**src/rtl/spi_dac_multi_master.sv**
```systemverilog
// spi_dac_multi_master
// SPI master for a bank of serial DACs sharing sClk/MOSI, each with its own
// active-low chip select. Shifts one DATA_W-bit frame MSB first (CPHA=0)
// and produces a timed active-low DAC reset after system reset.
module spi_dac_multi_master #(
  parameter int DATA_W     = 16,
  parameter int CLK_DIV    = 4,
  parameter int NUM_CH     = 4,
  parameter int CH_ADDR_W  = 2,
  parameter int CPOL       = 0,
  parameter int RESET_HOLD = 16
) (
  input  logic                 clock,
  input  logic                 reset,
  input  logic                 start,
  input  logic [CH_ADDR_W-1:0] ch_sel,
  input  logic [DATA_W-1:0]    data_in,
  output logic                 busy,
  output logic                 done,
  output logic                 err,
  output logic                 sClk,
  output logic                 MOSI,
  output logic [NUM_CH-1:0]    SPI_CS,
  output logic                 resetDac
);

  localparam int DIV_W = (CLK_DIV > 1) ? $clog2(CLK_DIV) : 1;
  localparam int BIT_W = $clog2(DATA_W);
  localparam int RST_W = (RESET_HOLD > 1) ? $clog2(RESET_HOLD) : 1;

  localparam logic [DIV_W-1:0]   DIV_LAST   = DIV_W'(CLK_DIV - 1);
  localparam logic [BIT_W-1:0]   BIT_LAST   = BIT_W'(DATA_W - 1);
  localparam logic [RST_W-1:0]   RST_LAST   = RST_W'(RESET_HOLD - 1);
  localparam logic [CH_ADDR_W:0] NUM_CH_EXT = (CH_ADDR_W + 1)'(NUM_CH);
  localparam logic [NUM_CH-1:0]  CS_ONE     = NUM_CH'(1);
  localparam logic               SCLK_IDLE  = (CPOL != 0);

  typedef enum logic [2:0] {
    DAC_RST,
    IDLE,
    SETUP,
    SHIFT,
    HOLD
  } state_t;

  state_t state;
  state_t state_next;

  logic [DIV_W-1:0]  div_cnt;
  logic [BIT_W-1:0]  bit_cnt;
  logic [RST_W-1:0]  rst_cnt;
  logic [DATA_W-1:0] shift_reg;

  logic div_wrap;
  logic rst_wrap;
  logic ch_ok;
  logic accept;
  logic reject;
  logic trailing;
  logic last_edge;

  // MOSI always shows the MSB of the shift register, which is cleared when idle
  assign MOSI     = shift_reg[DATA_W-1];
  assign busy     = (state != IDLE);
  assign resetDac = (state != DAC_RST);

  // State register; reset always restarts the DAC reset sequence
  always_ff @(posedge clock) begin
    if (reset) begin
      state <= DAC_RST;
    end else begin
      state <= state_next;
    end
  end

  // Next-state decode plus the request/edge qualifiers used by the datapath
  always_comb begin
    state_next = state;
    div_wrap   = (div_cnt == DIV_LAST);
    rst_wrap   = (rst_cnt == RST_LAST);
    ch_ok      = ({1'b0, ch_sel} < NUM_CH_EXT);
    accept     = 1'b0;
    reject     = 1'b0;
    trailing   = (sClk != SCLK_IDLE);
    last_edge  = trailing && (bit_cnt == BIT_LAST);
    case (state)
      DAC_RST: begin
        if (rst_wrap) begin
          state_next = IDLE;
        end
      end
      IDLE: begin
        if (start) begin
          if (ch_ok) begin
            accept     = 1'b1;
            state_next = SETUP;
          end else begin
            reject = 1'b1;
          end
        end
      end
      SETUP: begin
        if (div_wrap) begin
          state_next = SHIFT;
        end
      end
      SHIFT: begin
        if (div_wrap && last_edge) begin
          state_next = HOLD;
        end
      end
      HOLD: begin
        if (div_wrap) begin
          state_next = IDLE;
        end
      end
      default: begin
        state_next = DAC_RST;
      end
    endcase
  end

  // Counters, shift register, SPI clock, chip selects and status pulses
  always_ff @(posedge clock) begin
    if (reset) begin
      div_cnt   <= '0;
      bit_cnt   <= '0;
      rst_cnt   <= '0;
      shift_reg <= '0;
      sClk      <= SCLK_IDLE;
      SPI_CS    <= '1;
      done      <= 1'b0;
      err       <= 1'b0;
    end else begin
      done <= 1'b0;
      err  <= 1'b0;
      case (state)
        DAC_RST: begin
          rst_cnt <= rst_wrap ? '0 : rst_cnt + 1'b1;
        end
        IDLE: begin
          if (accept) begin
            shift_reg <= data_in;
            SPI_CS    <= ~(CS_ONE << ch_sel);
            div_cnt   <= '0;
            bit_cnt   <= '0;
          end
          if (reject) begin
            err <= 1'b1;
          end
        end
        SETUP: begin
          div_cnt <= div_wrap ? '0 : div_cnt + 1'b1;
        end
        SHIFT: begin
          div_cnt <= div_wrap ? '0 : div_cnt + 1'b1;
          if (div_wrap) begin
            sClk <= ~sClk;
            if (trailing && !last_edge) begin
              shift_reg <= {shift_reg[DATA_W-2:0], 1'b0};
              bit_cnt   <= bit_cnt + 1'b1;
            end
          end
        end
        HOLD: begin
          div_cnt <= div_wrap ? '0 : div_cnt + 1'b1;
          if (div_wrap) begin
            SPI_CS    <= '1;
            shift_reg <= '0;
            bit_cnt   <= '0;
            done      <= 1'b1;
          end
        end
        default: begin
          div_cnt <= '0;
        end
      endcase
    end
  end

endmodule

```
**config.mk**
```make
export PLATFORM = sky130hd
export DESIGN_NAME = spi_dac_multi_master
export DESIGN_NICKNAME = d
export VERILOG_FILES = /design/src/rtl/spi_dac_multi_master.sv
export SDC_FILE = /design/constraint.sdc
export NUM_CORES = 1
export LEC_CHECK = 0
export ABC_AREA = 1
export CAP_MARGIN = 0
export CORE_AREA = 2 2 76 56
export DETAILED_ROUTE_END_ITERATION = 12
export DIE_AREA = 0 0 78 58
export HOLD_SLACK_MARGIN = 0.06
export PLACE_DENSITY = 0.77
export SYNTH_ARGS = -nofsm -noshare
export SYNTH_HDL_FRONTEND = slang
export SYNTH_SLANG_ARGS = --single-unit
```
**constraint.sdc**
```tcl
create_clock -name clock -period 1.9 [get_ports clock]
set_clock_uncertainty 0.15 [all_clocks]
set_input_delay 0.38 -clock clock [delete_from_list [all_inputs] [get_ports clock]]
set_output_delay 0.38 -clock clock [all_outputs]
set_load 0.05 [all_outputs]
```
==> results by group, run 1 <==
Status
  – Status: completed

Worst setup path
  – Crit path max-delay family: buffers and inverters
  – Worst path most repeated cell: inv_1
  – Launch point of the worst path: state[0]
  – Worst-path maximum fanout: 7
  – Setup Crit Path Kind: register to primary output
  – RR Startpoint: div_cnt[0]
  – Startpoint Class: register
  – Number of buffers and inverters on the critical path: 3
  – CP max stage delay: 0.40 ns
  – Crit-path slowest cell: dfxtp_2
  – Cell Chain, Critical Path: inv_1, nand2_1, nor2_1, inv_1, buf_4
  – Worst path required time: 1.37 ns
  – Critical Path AT: 1.26 ns
  – Critical Path Sink Type: primary output

Final layout
  – Synth-to-Final Area Change: 24.2%
  – Final Instance Area: between 2000 and 2500 um2
  – Share of layout cells above drive strength 1: 10.7%
  – Layout net count: around 340
  – Area of the multi-input gates: 911 um2
  – Filler instances: 374
  – Non-filler cells, final: 369
  – Flip-flop and latch area: 703 um2
  – Diodes inserted: 0
  – Max FFs per register: 16
  – Fin util: 59.9%

CTS
  – Clk sinks: 35
  – Clock latency on the worst-skew pair: 0.29 ns
  – CTS clk-pin slew, worst paths: roughly 0.07 ns
  – Root buf cell: clkbuf_8
  – TritonCTS buffer count: 5
  – CTS H-Tree Depth: 2
  – CTS max path bufs: 2
  – CTS tree: yes

STA
  – Fin worst setup slack: 0.115 ns
  – Fmax: 560 MHz
  – Fin Hold WS: roughly 0.32 ns
  – Unrepaired setup endpoints after global routing: no
  – Final Setup Violations: 0
  – Post-route clock period utilization: about 94%
  – Final Max Slew Viols: 0
  – TNS Setup: 0 ns
  – Hold Vio Cnt, Final: 0
  – Final period demand of the worst path: approximately 1.8 ns

Floorplanning
  – Die ar.: ~4500 um2
  – Site Rows: 19
  – Io pins: 31
  – Starting Density: 48.2%
  – Die Width: 78 um
  – Core footprint: between 3000 and 4000 um2
  – Die Span Y: between 50 and 60 um

Power and ir drop
  – Peak supply drop: 0.692 mV
  – Total Power: 3.44 mW
  – Leak Pwr: 1.13 nW
  – PD cells: 1510 nW/um2

Placed design
  – Half-perimeter wire length after placement: 2640 um
  – PortBufs: 29
  – Pre-CTS setup slack: 0.0536 ns
  – Post-DP Area: roughly 2200 um2
  – Placed cells: around 360
  – GP Congestion: 0.853

Flow run
  – Max cap viols: 0

Synth
  – Synth Net Count: 310
  – Mapped Area: approximately 1800 um2
  – Sequential fraction of the synthesis area: 38.2%
  – Unique masters post-synth: 26
  – YS warnings: 0
  – Syn_area_per_cell: 6.41 um2
  – Synth Register Bits: 35
  – Post-Syn Instances: 286

Routing
  – DRT Pass-1 Iters: 4
  – Routed Antenna Nets: 0
  – 1st-iter DRT viols: slightly above 60
  – WL final: 3720 um
  – Vias/cell: 4.59
  – Via count: around 1700
  – Drc violations: 0
  – WL/cell: 10.1 um

Worst hold path
  – Hold Crit Class: register to register
  – Hold wc startpoint: SPI_CS[2]

GRT
  – Gr usage total: 18.3%
  – Largest net degree at the start of global routing: 39
  – Vias in the first global route: 1472
  – Antenna violations before repair: 0
  – GRT overflow: 0
  – First-pass GRT wire length: 6510 um
==> report_power, final <==
| group | switching [mW] | internal [mW] | total (mW) |
|---|---|---|---|
| Clock | 0.262 | 0.383 | 0.645 |
| Combinational | 1.04 | 0.623 | 1.67 |
| Sequential | 0.142 | 0.987 | 1.13 |
==> cells in the mapped netlist (all sizes together) <==
library cell	number	area (um2)
xor2	1	8.76
xnor2	1	8.76
nand3	22	125
or2	1	6.26
o21a	1	7.51
ha	3	37.5
a211oi	1	7.51
conb	1	3.75
nor2	51	199
dfxtp	35	701
buf	7	65.1
inv	36	138
nand2	86	325
clkbuf	4	15.0
o21ai	19	95.1
clkinv	1	3.75
nand4	3	18.8
nand3b	1	7.51
a21oi	12	60.1
==> placed cells by master (no fill, tap or decap), drive strengths merged <==
cell type,Yosys,routed
bufinv,0,1
clkinv,1,1
ha,3,3
o21a,1,1
clkbuf,4,5
nor2,51,51
buf,7,15
o21ai,19,19
nand3,22,22
dfxtp,35,35
a211oi,1,1
or2,1,1
inv,36,36
nand3b,1,1
nand4,3,3
clkdlybuf4s50,0,20
xnor2,1,1
nand2,86,86
a21oi,12,12
xor2,1,1
clkinvlp,0,1
conb,1,1
==> kinds of logic after synthesis <==
family                     synth area share (%)
and+or+nand+nor                            37.2
adders and majority gates                  2.05
buffers and inverters                      12.1
AOI/OAI and AO/OA                          9.28
DFF                                        38.2
other                                     0.205
xor gates and xnor gates                  0.956
==> metal layers <==
layer	wire length (um)	global-route usage, %	share of wire (%)	vias to the layer above
met4	59	6.02	1.6	0
met1	1870	24.2	50	705
met3	239	5.30	6.4	6
met5	0	0	0	-
li1	-	-	-	944
met2	1550	29.2	42	39
==> cell type report <==
type	count	share of cell area [%]
well taps	52	2.86
inverters	37	6.21
clock buffers	5	3.02
repair buffers	35	15.4
multi-input cells	203	40.0
flip-flops and latches	35	30.9
clock inverters	2	1.65
==> worst reg2reg max path, delay by kind of cell, from the launching register on <==
kind | cells | cell delay [ns]
and+or+nand+nor | 6 | 0.50
buffers and inverters | 3 | 0.36
DFF | 1 | 0.33
adders and majority gates | 1 | 0.24
==> final timing paths <==
kind	endpoint	slack, ns	cells after the start
min reg2reg	SPI_CS[2]	0.32	2
max	resetDac	0.11	5
max reg2reg	shift_reg[14]	0.23	10
min	SPI_CS[2]	0.32	2
==> what timing repair did <==
item	4_1_cts	5_1_grt
setup buffers	0	0
resized for setup	0	2
hold buffers	0	0
endpoints found under the setup margin	0	4
Power figures use the tool's default switching activity.
==> inputs of run 2 (changes only) <==
Settings changed: PLACE_DENSITY 0.77 to unset, PLACE_DENSITY_LB_ADDON set to 0.08.
Clock period 1.9 ns to 1.7 ns, I/O delays scaled along.
==> run 2 against run 1 <==
Compared with the run above: combinational power up 45%; total power up 26%; die area unchanged; design area up 11%; clock-buffer cell count up 1; sequential share of layout area down 2.5 points; wire length up 18%; utilization up 6.6 points; first-iteration DRC count up 87%; largest cell class unchanged; highest routed layer unchanged.
==> results by group, run 2 (synthesized netlist as in run 1, its figures left out) <==
STA
  – Final period demand of the worst path: 1.62 ns
  – Hold Vio Cnt, Final: 0 (unchanged)
  – Fmax: 618 MHz
  – Final Max Slew Viols: 0 (unchanged)
  – Fin worst setup slack: 0.0815 ns (-0.0334 ns)
  – Post-route clock period utilization: 95.2%
  – Final Setup Violations: 0 (unchanged)

GRT
  – Gr usage total: 19.4% (+1.1 points)
  – Vias in the first global route: 1594 (+8.3%)
  – Antenna violations before repair: 0 (unchanged)
  – Global-route layer with the greatest usage: met2
  – Largest net degree at the start of global routing: 39 (unchanged)
  – M2 GR Usage: 29.4% (+0.25 points)
  – First-pass GRT wire length: 6870 um (+5.6%)
  – Global Route met1 Usage: 27.0% (+2.7 points)
  – Met3 Use GR: 5.61% (+0.31 points)
  – GRT overflow: 0 (unchanged)

Final layout
  – Synth-to-Final Area Change: 37.9%
  – Layout net count: 354 (+3.8%)
  – Filler instances: 351 (-6.1%)
  – Commonest non-fill, non-tap cell in the layout: nand2_1
  – Final Instance Area: 2530 um2 (+11%)
  – Share of layout cells above drive strength 1: 19.9% (+9.2 points)
  – Max FFs per register: 16 (unchanged)
  – Diodes inserted: 0 (unchanged)
  – Most frequent cells in the layout: 80 x nand2_1, 47 x nor2_1, 29 x inv_1, 27 x dfxtp_1, 20 x clkdlybuf4s50_1

Worst setup path
  – Setup Crit Path Kind: register to register
  – CP max stage delay: 0.36 ns (-0.04 ns)
  – RR Startpoint: div_cnt[0]
  – Worst path required time: 1.73 ns (+0.36 ns)
  – Crit path max-delay family: simple AND/OR/NAND/NOR gates
  – Worst path most repeated cell: nand2_1
  – Critical Path Sink Type: register
  – Number of buffers and inverters on the critical path: 3 (unchanged)
  – Reg2Reg Setup Slack: 0.08 ns (-0.15 ns)
  – Critical Path AT: 1.65 ns (+0.39 ns)
  – Startpoint Class: register
  – Worst-path maximum fanout: 19 (+12)
  – R2R Path End: shift_reg[6]
  – FF-to-FF path depth: 10 (unchanged)
  – Cell Chain, Critical Path: ha_4, inv_1, nand3_1, nand2_2, inv_2, nand3_4, buf_12, nand2_1, nand2_1, nor2_1
  – Crit-path slowest cell: dfxtp_4

Floorplanning
  – Die Width: 78 um (unchanged)
  – Die Span Y: 58 um (unchanged)
  – Io pins: 31 (unchanged)
  – Site Rows: 19 (unchanged)
  – Die ar.: 4520 um2 (unchanged)
  – Core footprint: 3800 um2 (unchanged)
  – Starting Density: 48.2% (unchanged)

Routing
  – DRT Pass-1 Iters: 4 (unchanged)
  – Drc violations: 0 (unchanged)
  – Routed Antenna Nets: 0 (unchanged)
  – WL final: 4400 um (+18%)
  – 1st-iter DRT viols: 116 (+87%)
  – Via count: 1854 (+9.4%)
  – WL/cell: 11.5 um (+14%)
  – Vias/cell: 4.84 (+5.4%)

Placed design
  – PortBufs: 29 (unchanged)
  – GP Congestion: 0.775 (-9.2%)
  – Half-perimeter wire length after placement: 2790 um (+5.7%)
  – Pre-CTS setup slack: -0.134 ns (-0.188 ns)
  – Post-DP Area: 2290 um2 (+5.7%)

CTS
  – Hold buffer count at cts: 0 (unchanged)
  – Clock latency on the worst-skew pair: 0.29 ns (about the same)
  – TritonCTS buffer count: 5 (unchanged)
  – CTS clk-pin slew, worst paths: 0.07 ns (about the same)
  – Root buf cell: clkbuf_8
  – CTS max path bufs: 2 (unchanged)
  – CTS tree: yes
  – Clk sinks: 35 (unchanged)
  – CTS H-Tree Depth: 2 (unchanged)

Worst hold path
  – Hold endpoint: div_cnt[1]
  – Hold wc startpoint: div_cnt[1]
  – Worst hold path depth: 2 (unchanged)
  – Hold Crit Class: register to register

Power and ir drop
  – PD cells: 1710 nW/um2 (+13%)
  – Total Power: 4.33 mW (+26%)
  – Peak supply drop: 0.726 mV (+4.8%)
  – Leak Pwr: 1.23 nW (+9.1%)

Status
  – Status: completed

Flow run
  – Max cap viols: 0 (unchanged)
run 2: worst reg2reg max path, delay by kind of cell, from the launching register on:
| family | cells | cell delay, ns |
|---|---|---|
| simple gates | 6 | 0.52 |
| fa+ha+maj | 1 | 0.17 |
| buf+inv | 3 | 0.33 |
| flops | 1 | 0.36 |
run 2: layout make-up:
class | count | area, um2 | share of cell area (%)
Timing Repair Buffer | 48 | 561 | 22.2
Tap cell | 52 | 65.1 | 2.57
Sequential cell | 35 | 718 | 28.4
Clock inverter | 2 | 12.5 | 0.495
Multi-Input combinational cell | 203 | 955 | 37.8
Clock buffer | 6 | 72.6 | 2.87
Inverter | 37 | 144 | 5.69
run 2: worst max path at each step:
| stage | startpoint | end | slack (ns) | cells past startpoint |
|---|---|---|---|---|
| 5_1_grt | bit_cnt[0] | bit_cnt[1] | -0.01 | 9 |
| 4_1_cts | state[0] | resetDac | 0.01 | 5 |
| 6_report | div_cnt[0] | shift_reg[6] | 0.08 | 10 |
| 3_5_place_dp | start | shift_reg[5] | -0.13 | 9 |
| 2_1_floorplan | state[1] | bit_cnt[0] | 0.03 | 8 |
| 3_3_place_gp | start | state[1] | -0.11 | 8 |
run 2: metrics by stage:
stage | hold slack, ns | TNS (ns) | cells | util [%]
floorplan | 0.297 | 0 | 286 | -
global placement | 0.310 | -2.14 | 368 | 60.3
detailed placement | 0.319 | -2.64 | 368 | 60.3
CTS | 0.331 | 0 | 379 | 63.4
global route | 0.365 | -0.0476 | 383 | 66.4
finish | 0.349 | 0 | 383 | 66.4
run 2: power by group:
group          leakage [nW]  internal [mW]  total (mW)  switching [mW]
clock                0.0412          0.287       0.604           0.317
combinational         0.898           1.07        2.42            1.35
sequential            0.291           1.12        1.31           0.187
run 2: per-layer routing:
metal / part of all wire (%) / routed length [um] / up-vias
met5: 0 / 0 / -
met4: 0.96 / 42 / 0
met3: 5.1 / 225 / 5
met2: 41 / 1820 / 38
met1: 53 / 2310 / 839
li1: - / - / 972
run 2: what timing repair did:
item                       CTS  global route
setup buffers                4             2
gates cloned                 0             2
setup endpoints to repair    1            30
resized for setup            6            20
pin swaps                    1             3
==> inputs of run 3 (changes only) <==
Settings changed: CTS_BUF_LIST set to sky130_fd_sc_hd__clkbuf_16.
==> run 3 against run 2 <==
Compared with the run above: utilization grew 3.0 points; largest power group unchanged; first-iteration DRC count shrank 30%; total power grew 10%; cell count grew 0.52%; clock-buffer cell count shrank 1; maximum frequency shrank 3.3%; design area grew 4.5%.
==> results by group, run 3 (synthesized netlist as in run 1, its figures left out) <==
Flow run
  – Max cap viols: 0 (unchanged)

STA
  – Post-route clock period utilization: 98.4% (+3.2 points)
  – Final period demand of the worst path: 1.67 ns (+0.0549 ns)
  – Hold Vio Cnt, Final: 0 (unchanged)
  – Final Setup Violations: 0 (unchanged)
  – Fin Hold WS: 0.343 ns (-0.00536 ns)
  – Final Max Slew Viols: 0 (unchanged)
  – Unrepaired setup endpoints after global routing: yes
  – Fmax: 598 MHz (-3.3%)

Floorplanning
  – Site Rows: 19 (unchanged)
  – Die Width: 78 um (unchanged)
  – Starting Density: 48.2% (unchanged)
  – Die Span Y: 58 um (unchanged)
  – Io pins: 31 (unchanged)
  – Die ar.: 4520 um2 (unchanged)
  – Core footprint: 3800 um2 (unchanged)

Routing
  – DRT Pass-1 Iters: 4 (unchanged)
  – 1st-iter DRT viols: 81 (-30%)
  – WL final: 4590 um (+4.3%)
  – Via count: 1860 (+0.32%)
  – Drc violations: 0 (unchanged)
  – Routed Antenna Nets: 0 (unchanged)
  – WL/cell: 11.9 um (+3.8%)
  – Vias/cell: 4.83 (-0.20%)

GRT
  – GRT overflow: 0 (unchanged)
  – Largest net degree at the start of global routing: 39 (unchanged)
  – First-pass GRT wire length: 6980 um (+1.6%)
  – Gr usage total: 19.9% (+0.47 points)
  – Vias in the first global route: 1601 (+0.44%)
  – Antenna violations before repair: 0 (unchanged)

Worst setup path
  – Number of buffers and inverters on the critical path: 4 (+1)
  – Startpoint Class: register
  – Worst path required time: 1.21 ns (-0.52 ns)
  – Setup Crit Path Kind: register to primary output
  – Critical Path Sink Type: primary output
  – CP max stage delay: 0.36 ns (about the same)
  – Cell Chain, Critical Path: buf_6, inv_4, nand2_2, nor2_4, inv_2, buf_8
  – Crit-path slowest cell: dfxtp_4
  – Critical Path AT: 1.18 ns (-0.47 ns)
  – Worst-path maximum fanout: 5 (-14)
  – Crit path max-delay family: buffers and inverters

Final layout
  – Max FFs per register: 16 (unchanged)
  – Filler instances: 324 (-7.7%)
  – Most frequent cells in the layout: 79 x nand2_1, 47 x nor2_1, 30 x inv_1, 28 x dfxtp_1, 20 x clkdlybuf4s50_1
  – Share of layout cells above drive strength 1: 21.9% (+2.0 points)
  – Synth-to-Final Area Change: 44.1%
  – Diodes inserted: 0 (unchanged)
  – Commonest non-fill, non-tap cell in the layout: nand2_1
  – Layout net count: 356 (+0.56%)
  – Non-filler cells, final: 385 (+0.52%)

Placed design
  – Placed cells: 368 (unchanged)
  – PortBufs: 29 (unchanged)
  – GP Congestion: 0.775 (unchanged)
  – Half-perimeter wire length after placement: 2790 um (unchanged)

CTS
  – Hold buffer count at cts: 0 (unchanged)
  – Clock latency on the worst-skew pair: 0.28 ns (about the same)
  – Clk sinks: 35 (unchanged)
  – CTS H-Tree Depth: 2 (unchanged)
  – CTS clk-pin slew, worst paths: 0.06 ns (about the same)
  – CTS max path bufs: 2 (unchanged)
  – Root buf cell: clkbuf_16
  – CTS tree: yes
  – TritonCTS buffer count: 5 (unchanged)

Power and ir drop
  – Peak supply drop: 0.930 mV (+28%)
  – PD cells: 1810 nW/um2 (+5.4%)
  – Leak Pwr: 1.27 nW (+3.6%)
  – Total Power: 4.78 mW (+10%)

Status
  – Status: completed

Worst hold path
  – Hold Crit Class: register to register
## run 3: worst paths after layout
path,start,end,slack [ns],depth (start not counted)
max reg2reg,div_cnt[0],shift_reg[0],0.05,9
min,div_cnt[1],div_cnt[1],0.34,2
min reg2reg,div_cnt[1],div_cnt[1],0.34,2
max,state[1],resetDac,0.03,6
## run 3: area by class of cell
type	count	area [um2]	area share [%]
Clock buffer	5	125	4.74
Clock inverter	3	16.3	0.616
Inverter	37	146	5.54
Multi-Input combinational cell	203	987	37.4
Sequential cell	35	714	27.0
Tap cell	52	65.1	2.46
Timing Repair Buffer	50	587	22.2
## run 3: routing by layer
layer	vias up	part of all wire [%]	GRT usage, %
li1	971	-	-
met1	841	49	27.5
met5	-	0	0
met2	41	44	30.0
met3	7	5.2	5.61
met4	0	1.3	7.02
## run 3: stage by stage
stage          util (%)  setup WS [ns]  setup TNS (ns)  cell area (um2)
6_report           69.4         0.0265               0             2640
4_1_cts            65.2        -0.0108         -0.0108             2480
5_1_grt            69.4        -0.0475          -0.440             2640
2_1_floorplan         -         0.0338               0             1840
3_5_place_dp       60.3         -0.134           -2.64             2290
3_3_place_gp       60.3         -0.107           -2.14             2290
## run 3: what timing repair did
item	4_1_cts	5_1_grt
gates cloned	0	2
endpoints found under the setup margin	2	30
pin swaps	1	5
setup buffers	4	4
resized for setup	8	28
## run 3: power by group
group	internal [mW]	switching, mW
sequential	1.12	0.176
clock	0.534	0.347
combinational	1.17	1.43
## run 3: worst min-delay path, delay by kind of cell (launching register included)
kind             cells  cell delay, ns
AO/OA/AOI/OAI        1            0.05
flip-flops           1            0.33
AND/OR/NAND/NOR      1            0.06
